===== config.mk =====
export PLATFORM = sky130hd
export DESIGN_NAME = acia_rx_fifo
export DESIGN_NICKNAME = d
export VERILOG_FILES = /design/src/rtl/acia_pkg.sv /design/src/rtl/acia_sync_fifo.sv /design/src/rtl/acia_rx_fifo.sv
export SDC_FILE = /design/constraint.sdc
export NUM_CORES = 1
export LEC_CHECK = 0
export CORE_MARGIN = 4
export CORE_UTILIZATION = 64
export DETAILED_ROUTE_END_ITERATION = 16
export GPL_ROUTABILITY_DRIVEN = 0
export PLACE_DENSITY = 0.91
export SYNTH_ARGS = -nofsm -noshare
export SYNTH_HDL_FRONTEND = slang
export SYNTH_SLANG_ARGS = --single-unit

===== constraint.sdc =====
create_clock -name clk -period 4.3 [get_ports clk]
set_input_delay 0.43 -clock clk [delete_from_list [all_inputs] [get_ports clk]]
set_output_delay 0.43 -clock clk [all_outputs]
set_load 0.02 [all_outputs]

===== src/rtl/acia_pkg.sv =====
// acia_pkg: shared constants for the ACIA receive path.
//   - FSM state encodings (IDLE, START, DATA, STOP)
//   - oversample ratio and the three majority-vote sample points
//   - data bits per frame
//   - maj3(): 3-input majority vote
package acia_pkg;
  localparam logic [1:0] ST_IDLE  = 2'd0;
  localparam logic [1:0] ST_START = 2'd1;
  localparam logic [1:0] ST_DATA  = 2'd2;
  localparam logic [1:0] ST_STOP  = 2'd3;

  localparam int OSR        = 16;
  localparam int SAMP_A     = 7;
  localparam int SAMP_B     = 8;
  localparam int SAMP_C     = 9;
  localparam int FRAME_BITS = 8;

  function automatic logic maj3(input logic a, input logic b, input logic c);
    return (a & b) | (a & c) | (b & c);
  endfunction
endpackage


===== src/rtl/acia_sync_fifo.sv =====
// acia_sync_fifo: first-word-fall-through FIFO for received bytes.
//   clk, reset : clock, synchronous active-high reset
//   wr, wdata  : push strobe and data
//   rd         : pop strobe (ignored while empty)
//   rdata      : head entry, reads as zero while empty
//   empty/full : status
//   ovf        : one-cycle pulse, a push was dropped because the FIFO was full
module acia_sync_fifo #(
  parameter int WIDTH = 8,
  parameter int DEPTH = 4
) (
  input  logic             clk,
  input  logic             reset,
  input  logic             wr,
  input  logic [WIDTH-1:0] wdata,
  input  logic             rd,
  output logic [WIDTH-1:0] rdata,
  output logic             empty,
  output logic             full,
  output logic             ovf
);
  localparam int AW = $clog2(DEPTH);

  logic [AW:0]      wr_ptr_q, wr_ptr_d, rd_ptr_q, rd_ptr_d;
  logic [WIDTH-1:0] mem_q [DEPTH];
  logic [WIDTH-1:0] mem_d [DEPTH];
  logic             wr_ok, rd_ok;

  // Extra pointer bit distinguishes full from empty when the indices match.
  assign empty = (wr_ptr_q == rd_ptr_q);
  assign full  = (wr_ptr_q[AW] != rd_ptr_q[AW]) && (wr_ptr_q[AW-1:0] == rd_ptr_q[AW-1:0]);

  // A pop in the same cycle frees the head slot, so a push into a full FIFO is
  // still accepted (it lands in the slot being vacated).
  assign rd_ok = rd & ~empty;
  assign wr_ok = wr & (~full | rd);
  assign ovf   = wr & full & ~rd;

  assign rdata = empty ? '0 : mem_q[rd_ptr_q[AW-1:0]];

  always_comb begin
    mem_d    = mem_q;
    wr_ptr_d = wr_ptr_q;
    rd_ptr_d = rd_ptr_q;
    if (wr_ok) begin
      mem_d[wr_ptr_q[AW-1:0]] = wdata;
      wr_ptr_d = wr_ptr_q + 1'b1;
    end
    if (rd_ok) rd_ptr_d = rd_ptr_q + 1'b1;
  end

  always_ff @(posedge clk) begin
    if (reset) begin
      wr_ptr_q <= '0;
      rd_ptr_q <= '0;
      mem_q    <= '{default: '0};
    end else begin
      wr_ptr_q <= wr_ptr_d;
      rd_ptr_q <= rd_ptr_d;
      mem_q    <= mem_d;
    end
  end
endmodule


===== src/rtl/acia_rx_fifo.sv =====
// acia_rx_fifo: 8N1 serial receiver with 16x oversampling, 3-sample majority
// vote and a small FWFT byte FIFO.
//   clk, reset : clock, synchronous active-high reset
//   rx         : asynchronous serial input, idle high
//   rd         : pop the head byte
//   clr_err    : clear frame_err and overrun
//   rdata      : FIFO head byte (zero when empty)
//   rx_valid   : FIFO not empty
//   frame_err  : sticky, stop bit sampled low
//   overrun    : sticky, byte dropped on a full FIFO
module acia_rx_fifo
  import acia_pkg::*;
#(
  parameter int OSR_DIV    = 26,
  parameter int FIFO_DEPTH = 4
) (
  input  logic       clk,
  input  logic       reset,
  input  logic       rx,
  input  logic       rd,
  input  logic       clr_err,
  output logic [7:0] rdata,
  output logic       rx_valid,
  output logic       frame_err,
  output logic       overrun
);
  localparam int PW = (OSR_DIV > 1) ? $clog2(OSR_DIV) : 1;

  logic          sync1_q, sync1_d, sync2_q, sync2_d, hist_q, hist_d;
  logic [1:0]    settle_q, settle_d;
  logic          arm_q, arm_d;
  logic [PW-1:0] presc_q, presc_d;
  logic [3:0]    os_cnt_q, os_cnt_d;
  logic          s_a_q, s_a_d, s_b_q, s_b_d;
  logic [1:0]    state_q, state_d;
  logic [2:0]    bit_idx_q, bit_idx_d;
  logic [7:0]    sh_q, sh_d;
  logic          frame_err_q, frame_err_d, overrun_q, overrun_d;

  logic tick, decide, samp_bit, start_edge, push, ferr_set, ovf, fifo_empty, fifo_full;

  assign tick     = (presc_q == PW'(OSR_DIV - 1));
  assign decide   = tick && (os_cnt_q == 4'(SAMP_C));
  assign samp_bit = maj3(s_a_q, s_b_q, sync2_q);
  // arm_q blocks a start until the synchronized line has been seen high after
  // reset, so a line held low across reset release is not taken as a start.
  assign start_edge = arm_q & hist_q & ~sync2_q;

  always_comb begin
    sync1_d     = rx;
    sync2_d     = sync1_q;
    hist_d      = sync2_q;
    settle_d    = (settle_q == 2'd3) ? settle_q : settle_q + 2'd1;
    arm_d       = arm_q | ((settle_q == 2'd3) & sync2_q);
    presc_d     = tick ? '0 : presc_q + 1'b1;
    os_cnt_d    = tick ? os_cnt_q + 4'd1 : os_cnt_q;
    s_a_d       = (tick && os_cnt_q == 4'(SAMP_A)) ? sync2_q : s_a_q;
    s_b_d       = (tick && os_cnt_q == 4'(SAMP_B)) ? sync2_q : s_b_q;
    state_d     = state_q;
    bit_idx_d   = bit_idx_q;
    sh_d        = sh_q;
    push        = 1'b0;
    ferr_set    = 1'b0;
    case (state_q)
      ST_IDLE: if (start_edge) begin
        presc_d  = '0;
        os_cnt_d = '0;
        state_d  = ST_START;
      end
      ST_START: if (decide) begin
        state_d   = samp_bit ? ST_IDLE : ST_DATA;
        bit_idx_d = '0;
      end
      ST_DATA: if (decide) begin
        sh_d      = {samp_bit, sh_q[7:1]};
        bit_idx_d = bit_idx_q + 3'd1;
        if (bit_idx_q == 3'(FRAME_BITS - 1)) state_d = ST_STOP;
      end
      default: if (decide) begin
        // Leave STOP mid-bit so a following start edge is not missed.
        state_d  = ST_IDLE;
        push     = samp_bit;
        ferr_set = ~samp_bit;
      end
    endcase
    frame_err_d = ferr_set ? 1'b1 : (clr_err ? 1'b0 : frame_err_q);
    overrun_d   = ovf      ? 1'b1 : (clr_err ? 1'b0 : overrun_q);
  end

  always_ff @(posedge clk) begin
    if (reset) begin
      sync1_q     <= 1'b1;
      sync2_q     <= 1'b1;
      hist_q      <= 1'b1;
      settle_q    <= '0;
      arm_q       <= 1'b0;
      presc_q     <= '0;
      os_cnt_q    <= '0;
      s_a_q       <= 1'b1;
      s_b_q       <= 1'b1;
      state_q     <= ST_IDLE;
      bit_idx_q   <= '0;
      sh_q        <= '0;
      frame_err_q <= 1'b0;
      overrun_q   <= 1'b0;
    end else begin
      sync1_q     <= sync1_d;
      sync2_q     <= sync2_d;
      hist_q      <= hist_d;
      settle_q    <= settle_d;
      arm_q       <= arm_d;
      presc_q     <= presc_d;
      os_cnt_q    <= os_cnt_d;
      s_a_q       <= s_a_d;
      s_b_q       <= s_b_d;
      state_q     <= state_d;
      bit_idx_q   <= bit_idx_d;
      sh_q        <= sh_d;
      frame_err_q <= frame_err_d;
      overrun_q   <= overrun_d;
    end
  end

  acia_sync_fifo #(.WIDTH(8), .DEPTH(FIFO_DEPTH)) u_fifo (
    .clk   (clk),
    .reset (reset),
    .wr    (push),
    .wdata (sh_q),
    .rd    (rd),
    .rdata (rdata),
    .empty (fifo_empty),
    .full  (fifo_full),
    .ovf   (ovf)
  );

  assign rx_valid  = ~fifo_empty;
  assign frame_err = frame_err_q;
  assign overrun   = overrun_q;
endmodule


==> metrics <==
outcome=completed; Fin. Hold Viols=0; CP arrival=2.54 ns; first-pass detailed-route iteration total=4; area grow syn2layout=9.63%; Static Leak=between 1 and 1.5 nW; grt ovf=0; Max rail drop VDD=between 0.2 and 0.3 mV; Die X=79.0 um; post-CTS resize count=0; Pwr Density=326 nW/um^2; Final nets=357; root buf cell=clkbuf_8; die area=6240 sq um; crit end category=output port; # rows=25; top_reg_cell synth=dfxtp_1; Initial Utilization=0.673; Max Clk Rate=337 MHz; H-tree levels=3; share of layout cells above drive strength 1=0.0906; Die Ht=79.0 um; commonest non-fill, non-tap cell in the layout=dfxtp_1; # port buffers=15; Worst-Skew Late Latency=about 0.34 ns; routed length per instance=roughly 15 um; Cell Area, Placed=3370 sq um; Ant. Diodes=0; Mapped Area=approximately 3200 sq um; post-synth net total=347; Seq cells post-synth=70; setup TNS=0 ns; setup violators final=0; Yosys cell types=41; startpoint types=flop; clock slew at reported path FFs=0.07 ns; first-pass GRT wire length=10800 um; Max Buffers Root-to-Sink=2; hold_buf cts=0; number of global-route vias before repair=2280; CTS tree=done; clk sinks=70; placed instance count=slightly below 400; Final Cycle Share=0.690; largest net degree at the start of global routing=39; Clock Skew=0.00704 ns; core area=4790 sq um; Post-Route WL=about 6300 um; slew at the pin closest to its max-slew limit=between 1 and 1.5 ns; drt first-iter violations=220; number of max-cap violations=0; Post-synth EDFFs=0; Design Area, Final=3530 sq um; # IOs=16; HPWL Detailed=4350 um; HP Class=flop to flop; Setup Crit Path Kind=flop to output port; Finished Core Util=0.738; CTS Buf Count=9; Worst slew margin=0.278; leading cell types in the layout, fill and taps excluded=dfxtp_1 (70), nand2_1 (46), mux2i_1 (39); post-synthesis sequential area ratio=0.435; RSZ-0062 raised after global routing=no; routed via count=2433; postcts setup bufs=0; WP data required=just under 4 ns; Via density=5.95; Ys Warns=0; post-layout min period=2.97 ns; cells after synthesis=approximately 330; asr flop ratio synth=0; Finished Layout Cells=roughly 400; initial antenna violation count=0; antenna viol nets, final=0; Crit Path Max Fanout=11; Max Slew Vio Count=0; GRT Overall Usage=0.221; number of remaining DRC errors=0; syn avg cell area=9.80 sq um
## power breakdown
part | switching [mW] | total, mW | internal, mW
clock | 0.225 | 0.442 | 0.217
combinational | 0.0237 | 0.0424 | 0.0187
sequential | 0.00884 | 0.669 | 0.660
total | 0.258 | 1.15 | 0.896
## registers in the layout, indices dropped and copies added, names as in the netlist
| register | flops |
|---|---|
| arm_q | 1 |
| bit_idx_q | 3 |
| frame_err | 1 |
| hist_d | 1 |
| hist_q | 1 |
| os_cnt_q | 4 |
| overrun | 1 |
| presc_q | 5 |
| s_a_q | 1 |
| s_b_q | 1 |
| settle_q | 2 |
| sh_q | 8 |
| state_q | 2 |
| sync1_q | 1 |
| u_fifo.mem_q | 32 |
| u_fifo.rd_ptr_q | 3 |
| u_fifo.wr_ptr_q | 3 |
## critical path: stages (launching register included)
cell and delay (ns):
dfxtp_1 0.75, xor2_1 0.41, nor3_1 0.09, buf_4 0.20, nor2b_1 0.13, clkdlybuf4s50_1 0.62
## area by class of cell
| type | instances | area (sq um) |
|---|---|---|
| inverters | 8 | 30.0 |
| flip-flops and latches | 70 | 1400 |
| clock inverters | 2 | 10.0 |
| multi-input cells | 232 | 1690 |
| repair buffers | 18 | 170 |
| well taps | 67 | 83.8 |
| fillers | 339 | 1250 |
| clock buffers | 12 | 145 |
## kinds of logic (layout without fill, tap and decap cells)
logic type	count (synthesis)	count (layout)	synth area share
fa+ha+maj	14	14	0.0536
buf+inv	27	40	0.0400
flops	70	70	0.435
compound gates	38	38	0.0672
xor+xnor	12	12	0.0349
mux	47	47	0.177
simple gates	121	121	0.193
## final timing paths
kind / start / endpoint / slack [ns] / depth (start not counted)
max reg2reg: u_fifo.rd_ptr_q[0] / u_fifo.mem_q[13] / 1.78 / 4
min: sync1_q / hist_d / 0.41 / 1
min reg2reg: sync1_q / hist_d / 0.41 / 1
max: u_fifo.rd_ptr_q[0] / rdata[5] / 1.33 / 5
## stage by stage
| stage | hold WS (ns) | setup WS (ns) | power [mW] |
|---|---|---|---|
| 2_1_floorplan | 0.389 | 2.43 | 0.713 |
| 3_3_place_gp | 0.392 | 1.63 | 0.722 |
| 3_5_place_dp | 0.394 | 1.54 | 0.727 |
| 4_1_cts | 0.410 | 1.31 | 1.16 |
| 5_1_grt | 0.427 | 1.13 | 1.19 |
| 6_report | 0.409 | 1.33 | 1.15 |
## cell usage after synthesis, types with 3 or more instances
cell type / instances / area, sq um
clkbuf_1: 12 / 45.0
nor2_1: 25 / 93.8
nor2b_1: 10 / 62.6
buf_2: 3 / 15.0
a21oi_1: 17 / 85.1
ha_1: 13 / 163
mux2i_1: 39 / 390
xor2_1: 9 / 78.8
nand3_1: 6 / 30.0
inv_1: 8 / 30.0
buf_6: 3 / 33.8
o21ai_0: 12 / 60.1
nand4b_1: 4 / 35.0
dfxtp_1: 70 / 1400
nand2_1: 46 / 173
nand4_1: 10 / 62.6
a21o_1: 3 / 22.5
mux4_2: 8 / 180
or2_2: 3 / 18.8
## metal layers
| metal | wire (um) | global-route usage |
|---|---|---|
| met1 | 2790 | 0.276 |
| met2 | 3120 | 0.360 |
| met3 | 296 | 0.0658 |
| met4 | 94 | 0.0842 |
| met5 | 0 | 0 |
Note: power is estimated with default switching activity, not from simulation.
